## src/rtl/quad_step_pkg.sv

```systemverilog
// Shared types and the quadrature transition classifier for quad_step_decoder.
package quad_step_pkg;

    // Encodings equal the raw {A,B} pin pair so a 2-bit sample casts directly.
    typedef enum logic [1:0] {
        PH00 = 2'b00,
        PH10 = 2'b10,
        PH11 = 2'b11,
        PH01 = 2'b01
    } qphase_t;

    typedef enum logic [1:0] {
        MV_NONE,
        MV_UP,
        MV_DOWN,
        MV_ILLEGAL
    } qmove_t;

    // Position of a phase within the up cycle 00->10->11->01.
    function automatic logic [1:0] qphase_ord(qphase_t p);
        case (p)
            PH00:    return 2'd0;
            PH10:    return 2'd1;
            PH11:    return 2'd2;
            default: return 2'd3;
        endcase
    endfunction

    function automatic qmove_t qdec_move(qphase_t prev, qphase_t cur);
        logic [1:0] d;
        d = qphase_ord(cur) - qphase_ord(prev);
        case (d)
            2'd0:    return MV_NONE;
            2'd1:    return MV_UP;
            2'd3:    return MV_DOWN;
            default: return MV_ILLEGAL;
        endcase
    endfunction

endpackage

```

## src/rtl/quad_step_decoder_if.sv

```systemverilog
// Pin/result bundle between quad_step_decoder and its user.
interface quad_step_decoder_if #(
    parameter int unsigned CNT_W = 16
);
    logic             a_in;
    logic             b_in;
    logic             clr;
    logic             err_clr;
    logic             step_en;
    logic             step_up;
    logic [CNT_W-1:0] pos;
    logic             err;

    modport master (
        output a_in, b_in, clr, err_clr,
        input  step_en, step_up, pos, err
    );

    modport slave (
        input  a_in, b_in, clr, err_clr,
        output step_en, step_up, pos, err
    );
endinterface

```

## src/rtl/qdec_input_cond.sv

```systemverilog
// Synchroniser for one asynchronous encoder pin, plus a stability filter
// when QDEC_GLITCH_FILTER_EN is defined.
module qdec_input_cond #(
    parameter int unsigned SYNC_STAGES = 2,
    parameter int unsigned FILT_CYCLES = 4
) (
    input  logic clk,
    input  logic rst,
    input  logic din,
    output logic dout
);

    if (SYNC_STAGES < 2) begin : g_bad_sync
        $error("qdec_input_cond: SYNC_STAGES must be at least 2");
    end
    if (FILT_CYCLES < 1) begin : g_bad_filt
        $error("qdec_input_cond: FILT_CYCLES must be at least 1");
    end

    logic [SYNC_STAGES-1:0] sync_q;

    always_ff @(posedge clk or posedge rst) begin
        if (rst) sync_q <= '0;
        else     sync_q <= {sync_q[SYNC_STAGES-2:0], din};
    end

`ifdef QDEC_GLITCH_FILTER_EN
    localparam int unsigned CW = $clog2(FILT_CYCLES + 1);

    logic [CW-1:0] cnt_q;
    logic          filt_q;

    // Counts consecutive samples that disagree with the accepted level.
    always_ff @(posedge clk or posedge rst) begin
        if (rst) begin
            cnt_q  <= '0;
            filt_q <= 1'b0;
        end else if (sync_q[SYNC_STAGES-1] == filt_q) begin
            cnt_q <= '0;
        end else if (cnt_q == CW'(FILT_CYCLES - 1)) begin
            cnt_q  <= '0;
            filt_q <= sync_q[SYNC_STAGES-1];
        end else begin
            cnt_q <= cnt_q + CW'(1);
        end
    end

    assign dout = filt_q;
`else
    assign dout = sync_q[SYNC_STAGES-1];
`endif

endmodule

```

## src/rtl/quad_step_decoder.sv

```systemverilog
// Quadrature A/B decoder: step pulses, direction, wrapping position, sticky error.
// Optional glitch filter on the inputs: define QDEC_GLITCH_FILTER_EN.
module quad_step_decoder
    import quad_step_pkg::*;
#(
    parameter int unsigned CNT_W       = 16,
    parameter int unsigned SYNC_STAGES = 2,
    parameter int unsigned FILT_CYCLES = 4
) (
    input logic                clk,
    input logic                rst,
    quad_step_decoder_if.slave bus
);

`ifdef QDEC_GLITCH_FILTER_EN
    localparam int unsigned PIPE_CYCLES = SYNC_STAGES + FILT_CYCLES;
`else
    localparam int unsigned PIPE_CYCLES = SYNC_STAGES;
`endif
    localparam int unsigned WW = $clog2(PIPE_CYCLES + 1);

    logic    a_c, b_c;
    qphase_t phase_c;
    qmove_t  move_c;

    qdec_input_cond #(.SYNC_STAGES(SYNC_STAGES), .FILT_CYCLES(FILT_CYCLES)) u_cond_a (
        .clk(clk), .rst(rst), .din(bus.a_in), .dout(a_c)
    );
    qdec_input_cond #(.SYNC_STAGES(SYNC_STAGES), .FILT_CYCLES(FILT_CYCLES)) u_cond_b (
        .clk(clk), .rst(rst), .din(bus.b_in), .dout(b_c)
    );

    assign phase_c = qphase_t'({a_c, b_c});

    qphase_t          prev_q, prev_d;
    logic             init_q, init_d;
    logic [WW-1:0]    warm_q, warm_d;
    logic             step_en_q, step_en_d;
    logic             step_up_q, step_up_d;
    logic [CNT_W-1:0] pos_q, pos_d;
    logic             err_q, err_d;

    // init stays set until the conditioned phase reflects the pins, so a
    // non-zero pin level at reset release is loaded rather than decoded.
    always_comb begin
        prev_d    = phase_c;
        init_d    = init_q;
        warm_d    = warm_q;
        step_en_d = 1'b0;
        step_up_d = step_up_q;
        pos_d     = pos_q;
        err_d     = err_q;
        move_c    = MV_NONE;

        if (bus.err_clr) err_d = 1'b0;

        if (init_q) begin
            init_d = (warm_q < WW'(PIPE_CYCLES));
            if (warm_q < WW'(PIPE_CYCLES)) warm_d = warm_q + WW'(1);
        end else begin
            move_c = qdec_move(prev_q, phase_c);
        end

        case (move_c)
            MV_UP: begin
                step_en_d = 1'b1;
                step_up_d = 1'b1;
                pos_d     = pos_q + CNT_W'(1);
            end
            MV_DOWN: begin
                step_en_d = 1'b1;
                step_up_d = 1'b0;
                pos_d     = pos_q - CNT_W'(1);
            end
            MV_ILLEGAL: err_d = 1'b1;
            default: ;
        endcase

        if (bus.clr) pos_d = '0;
    end

    always_ff @(posedge clk or posedge rst) begin
        if (rst) begin
            prev_q    <= PH00;
            init_q    <= 1'b1;
            warm_q    <= '0;
            step_en_q <= 1'b0;
            step_up_q <= 1'b0;
            pos_q     <= '0;
            err_q     <= 1'b0;
        end else begin
            prev_q    <= prev_d;
            init_q    <= init_d;
            warm_q    <= warm_d;
            step_en_q <= step_en_d;
            step_up_q <= step_up_d;
            pos_q     <= pos_d;
            err_q     <= err_d;
        end
    end

    assign bus.step_en = step_en_q;
    assign bus.step_up = step_up_q;
    assign bus.pos     = pos_q;
    assign bus.err     = err_q;

endmodule
```

## src/flat_wrapper.sv

```systemverilog
// flat-port wrapper written by rule: the top's interface ports become plain ports
module quad_step_decoder_flat import quad_step_pkg::*;
#(
    parameter int unsigned CNT_W       = 16,
    parameter int unsigned SYNC_STAGES = 2,
    parameter int unsigned FILT_CYCLES = 4
)
  (clk, rst, bus_a_in, bus_b_in, bus_clr, bus_err_clr, bus_step_en, bus_step_up, bus_pos, bus_err);
  quad_step_decoder_if #(.CNT_W(CNT_W)) bus_i ();
  input logic clk;
  input logic rst;
  input wire logic [$bits(bus_i.a_in)-1:0] bus_a_in;
  input wire logic [$bits(bus_i.b_in)-1:0] bus_b_in;
  input wire logic [$bits(bus_i.clr)-1:0] bus_clr;
  input wire logic [$bits(bus_i.err_clr)-1:0] bus_err_clr;
  output wire logic [$bits(bus_i.step_en)-1:0] bus_step_en;
  output wire logic [$bits(bus_i.step_up)-1:0] bus_step_up;
  output wire logic [$bits(bus_i.pos)-1:0] bus_pos;
  output wire logic [$bits(bus_i.err)-1:0] bus_err;
  assign bus_i.a_in = bus_a_in;
  assign bus_i.b_in = bus_b_in;
  assign bus_i.clr = bus_clr;
  assign bus_i.err_clr = bus_err_clr;
  assign bus_step_en = bus_i.step_en;
  assign bus_step_up = bus_i.step_up;
  assign bus_pos = bus_i.pos;
  assign bus_err = bus_i.err;
  quad_step_decoder #(.CNT_W(CNT_W), .SYNC_STAGES(SYNC_STAGES), .FILT_CYCLES(FILT_CYCLES)) u_core (.clk(clk), .rst(rst), .bus(bus_i));
endmodule
```

## config.mk

```make
export PLATFORM = sky130hd
export DESIGN_NAME = quad_step_decoder_flat
export DESIGN_NICKNAME = d
export VERILOG_FILES = /design/src/rtl/quad_step_pkg.sv /design/src/rtl/quad_step_decoder_if.sv /design/src/rtl/qdec_input_cond.sv /design/src/rtl/quad_step_decoder.sv /design/src/flat_wrapper.sv
export SDC_FILE = /design/constraint.sdc
export NUM_CORES = 1
export LEC_CHECK = 0
export CORE_MARGIN = 2
export CORE_UTILIZATION = 31
export DETAILED_ROUTE_END_ITERATION = 16
export HOLD_SLACK_MARGIN = 0.06
export PLACE_DENSITY_LB_ADDON = 0.3
export SYNTH_ARGS = -nofsm -noshare
export SYNTH_HDL_FRONTEND = slang
export SYNTH_SLANG_ARGS = --single-unit
```

## constraint.sdc

```tcl
create_clock -name clk -period 6.45 [get_ports clk]
set_input_delay 0.645 -clock clk [delete_from_list [all_inputs] [get_ports clk]]
set_output_delay 0.645 -clock clk [all_outputs]
set_load 0.03 [all_outputs]
```

==> results.yml <==
timing:
  worst_pin_slew_ns: 0.937
  fin_ws_ns: 2.18
  fin_crit_sh_pct: 66.1
  rsz0062_at_grt: "false"
  hold_violations: 0
  timing.fmax_ghz: 0.234
  setup_viol: 0
  finalHoldWorstSlack_ns: 0.358
  finalClockSkew_ns: 0.0103
  fin_tns_setup_ns: 0
  finalCriticalPeriod_ns: 4.27
  maxSlewHeadroom_pct: 37.4
  maxSlewViolCount: 0
finish:
  fillers: 608
  syn2layout_area_growth_pct: 18.6
  finalNetCount: 255
  drive_gt1_share_pct: 6.64
  antennaDiodeCount: 0
  layout.cells.non_filler: 301
route:
  postRouteAntennaNets: 0
  remaining_drc_errors: 0
  vias_per_cell: 5.19
  drt_first_pass_iters: 4
  drt_wl_total_mm: 4.18
  vias: 1561
  wl_per_cell_um: 13.9
  drtIter0Drc: 83
placement:
  pre_cts_ws_ns: 2.17
  place_inst: 297
  gp_congestion: 0.814
  port_buffers: 24
  hpwlAfterDp_mm: 3.03
clock_tree:
  numCtsBuffers: 3
  htreeDepth: 1
  cts_sinks: 28
  clkTransAtPathRegs_ns: 0.09
  clk_path_buf_depth: 2
  cts_setup_buffers: 0
  cts_tree: "done"
  cts-root-buf: "clkbuf_8"
  worstSkewPairLatency_ns: 0.29
  ctsResizeCount: 0
  cts_hold_buf: 0
critical_path:
  crit_path_end_kind: "flip-flop"
  required_ns: 6.62
  cp_cell_sequence: "ha_1 > ha_1 > xnor2_1 > ha_1 > or3_1 > inv_1 > ha_1 > o21ai_0 > o211ai_1 > nand2_1 > o21ai_0 > mux2i_1 > mux2_2"
  max_stage_delay_ns: 0.45
  crit_arrival_ns: 4.44
  worstPathMaxFanout: 15
  crit_top_cell: "ha_1"
  start_kind: "flip-flop"
  slowest_stage: "or3_1"
  path_class: "flip-flop to flip-flop"
synth:
  netlist_area_mm2: 0.00195
  synth_top_cell_by_area: "dfrtp_1"
  postSynthAreaPerCell_um2: 9.54
  synth_top_area_share_pct: 34.7
  synth_fp_nets: 232
  yosys_warnings: 0
  synth_area_leaders: "dfrtp_1, ha_1, a21oi_1, nand3b_1, nor2_1"
  synthCells: 204
  ys_seq_area_share_pct: 36.1
  synth_cell_type_count: 46
  synth-seq-cells: 28
grt:
  grt_overflow: 0
  antenna_found_initial: 0
  first_global_vias: 1552
  grt_max_degree: 29
  grt_pass1_wl_mm: 7.30
  grt_util_all_layers_pct: 12.9
floorplanning:
  die_area_mm2: 0.00693
  rows: 28
  dieHeight_um: 83.2
  io_pins: 25
  die-width_um: 83.2
  core_region_area_mm2: 0.00599
  initial_core_util_pct: 32.5
power:
  p_leak_uw: 0.00101
  p_per_area_mw_per_mm2: 463
  totalPowerFinal_uw: 1070
  max-vdd-ir-drop_mv: 0.177
run_status:
  status: "complete, no violations"
hold_path:
  hp-class: "flip-flop to flip-flop"
flow_run:
  maxCapViolations: 0
[cells in the final DEF (no fill, tap or decap), drive strengths merged, types with 2 or more instances in the layout]
| cell | n |
|---|---|
| a211oi | 4 |
| a21o | 3 |
| a21oi | 18 |
| and2 | 2 |
| and3 | 3 |
| clkbuf | 3 |
| clkdlybuf4s50 | 24 |
| dfrtp | 27 |
| ha | 21 |
| inv | 10 |
| nand2 | 13 |
| nand3 | 2 |
| nand3b | 10 |
| nand4 | 3 |
| nor2 | 18 |
| nor2b | 4 |
| nor3 | 6 |
| o211ai | 2 |
| o21a | 6 |
| o21ai | 13 |
| o21bai | 3 |
| o22ai | 2 |
| o311ai | 2 |
| o31a | 2 |
| or3 | 2 |
| xnor2 | 7 |
| xor2 | 3 |
[sequential cells by signal, summed over array words and instances, names as in the netlist]
register and count:
u_core.prev_q 2, u_core.bus.err 1, u_core.bus.step_up 1, u_core.u_cond_b.sync_q 2, u_core.bus.step_en 1, u_core.init_q 1
u_core.warm_q 2, u_core.bus.pos 16, u_core.u_cond_a.sync_q 2
[per-layer routing]
metal  track usage (%)  routed length (µm)  up-vias
met5                 0                   0        -
met4              4.92                  73        0
li1                  -                   -      778
met3              1.59                  76        5
met1              16.8                2040      758
met2              21.7                1990       20
[worst max-delay path, delay by kind of cell, from the launching register on]
kind,cells,cell delay (ns)
buffers and inverters,1,0.44
flip-flops,1,0.41
AND/OR/NAND/NOR,2,0.60
multiplexers,2,0.58
XOR/XNOR,1,0.24
adder cells (fa/ha/maj),4,1.15
AO/OA/AOI/OAI,3,0.72
[report_power, final]
group | internal [µW] | total, µW | switching [µW]
sequential | 224 | 266 | 42.2
clock | 83.3 | 143 | 59.8
combinational | 264 | 659 | 395
total | 571 | 1070 | 497
[worst paths after layout]
path | start | endpoint | slack, ns | cells past startpoint
worst max-delay path | u_core.u_cond_b.sync_q[1] | u_core.bus.pos[15] | 2.18 | 13
worst min-delay path | u_core.u_cond_a.sync_q[0] | u_core.u_cond_a.sync_q[1] | 0.36 | 0
worst max register to register | u_core.u_cond_b.sync_q[1] | u_core.bus.pos[15] | 2.18 | 13
worst min register to register | u_core.u_cond_a.sync_q[0] | u_core.u_cond_a.sync_q[1] | 0.36 | 0
max in group asynchronous | rst | u_core.init_q | 5.43 | 3
min in group asynchronous | rst | u_core.bus.pos[7] | 0.71 | 3
[synthesized netlist by cell type, drive strengths merged]
| cell type | number |
|---|---|
| dfrtp | 27 |
| nand2 | 13 |
| o21bai | 3 |
| or3 | 2 |
| a21o | 3 |
| o311ai | 2 |
| buf | 2 |
| o31ai | 1 |
| xor2 | 3 |
| or2b | 1 |
| nor2 | 18 |
| and2b | 1 |
| mux2 | 1 |
| nand3 | 2 |
| fa | 1 |
| dfstp | 1 |
| nand4 | 3 |
| ha | 21 |
| o211ai | 2 |
| dlygate4sd1 | 1 |
| and3 | 3 |
| a221o | 1 |
| a211oi | 4 |
| xnor2 | 7 |
| mux2i | 1 |
| o21a | 6 |
| clkbuf | 4 |
| nor2b | 4 |
| a2111oi | 1 |
| o21ai | 13 |
| nand2b | 1 |
| o22ai | 2 |
| and2 | 2 |
| nand3b | 10 |
| inv | 10 |
| a2111o | 1 |
| a21oi | 18 |
| nor3 | 6 |
| o31a | 2 |
[final cells by class]
| class | instances | area [µm²] | area share [%] |
|---|---|---|---|
| Clock buffer | 3 | 41.3 | 1.79 |
| Timing Repair Buffer | 25 | 248 | 10.7 |
| Tap cell | 75 | 93.8 | 4.07 |
| Clock inverter | 1 | 30.0 | 1.30 |
| Sequential cell | 28 | 702 | 30.4 |
| Multi-Input combinational cell | 159 | 1160 | 50.1 |
| Inverter | 10 | 37.5 | 1.63 |
[kinds of logic after synthesis]
family	synth area share, %
buf+inv	4.56
fa+ha+maj	14.5
flops	36.1
compound gates	21.0
mux	1.09
simple gates	18.3
xor+xnor	4.50
[through the flow]
step	utilization [%]	area (µm²)
2_1_floorplan	-	1950
3_3_place_gp	37.3	2240
3_5_place_dp	37.3	2240
4_1_cts	38.5	2310
5_1_grt	38.5	2310
6_report	38.5	2310
Note: power is estimated with default switching activity, not from simulation.
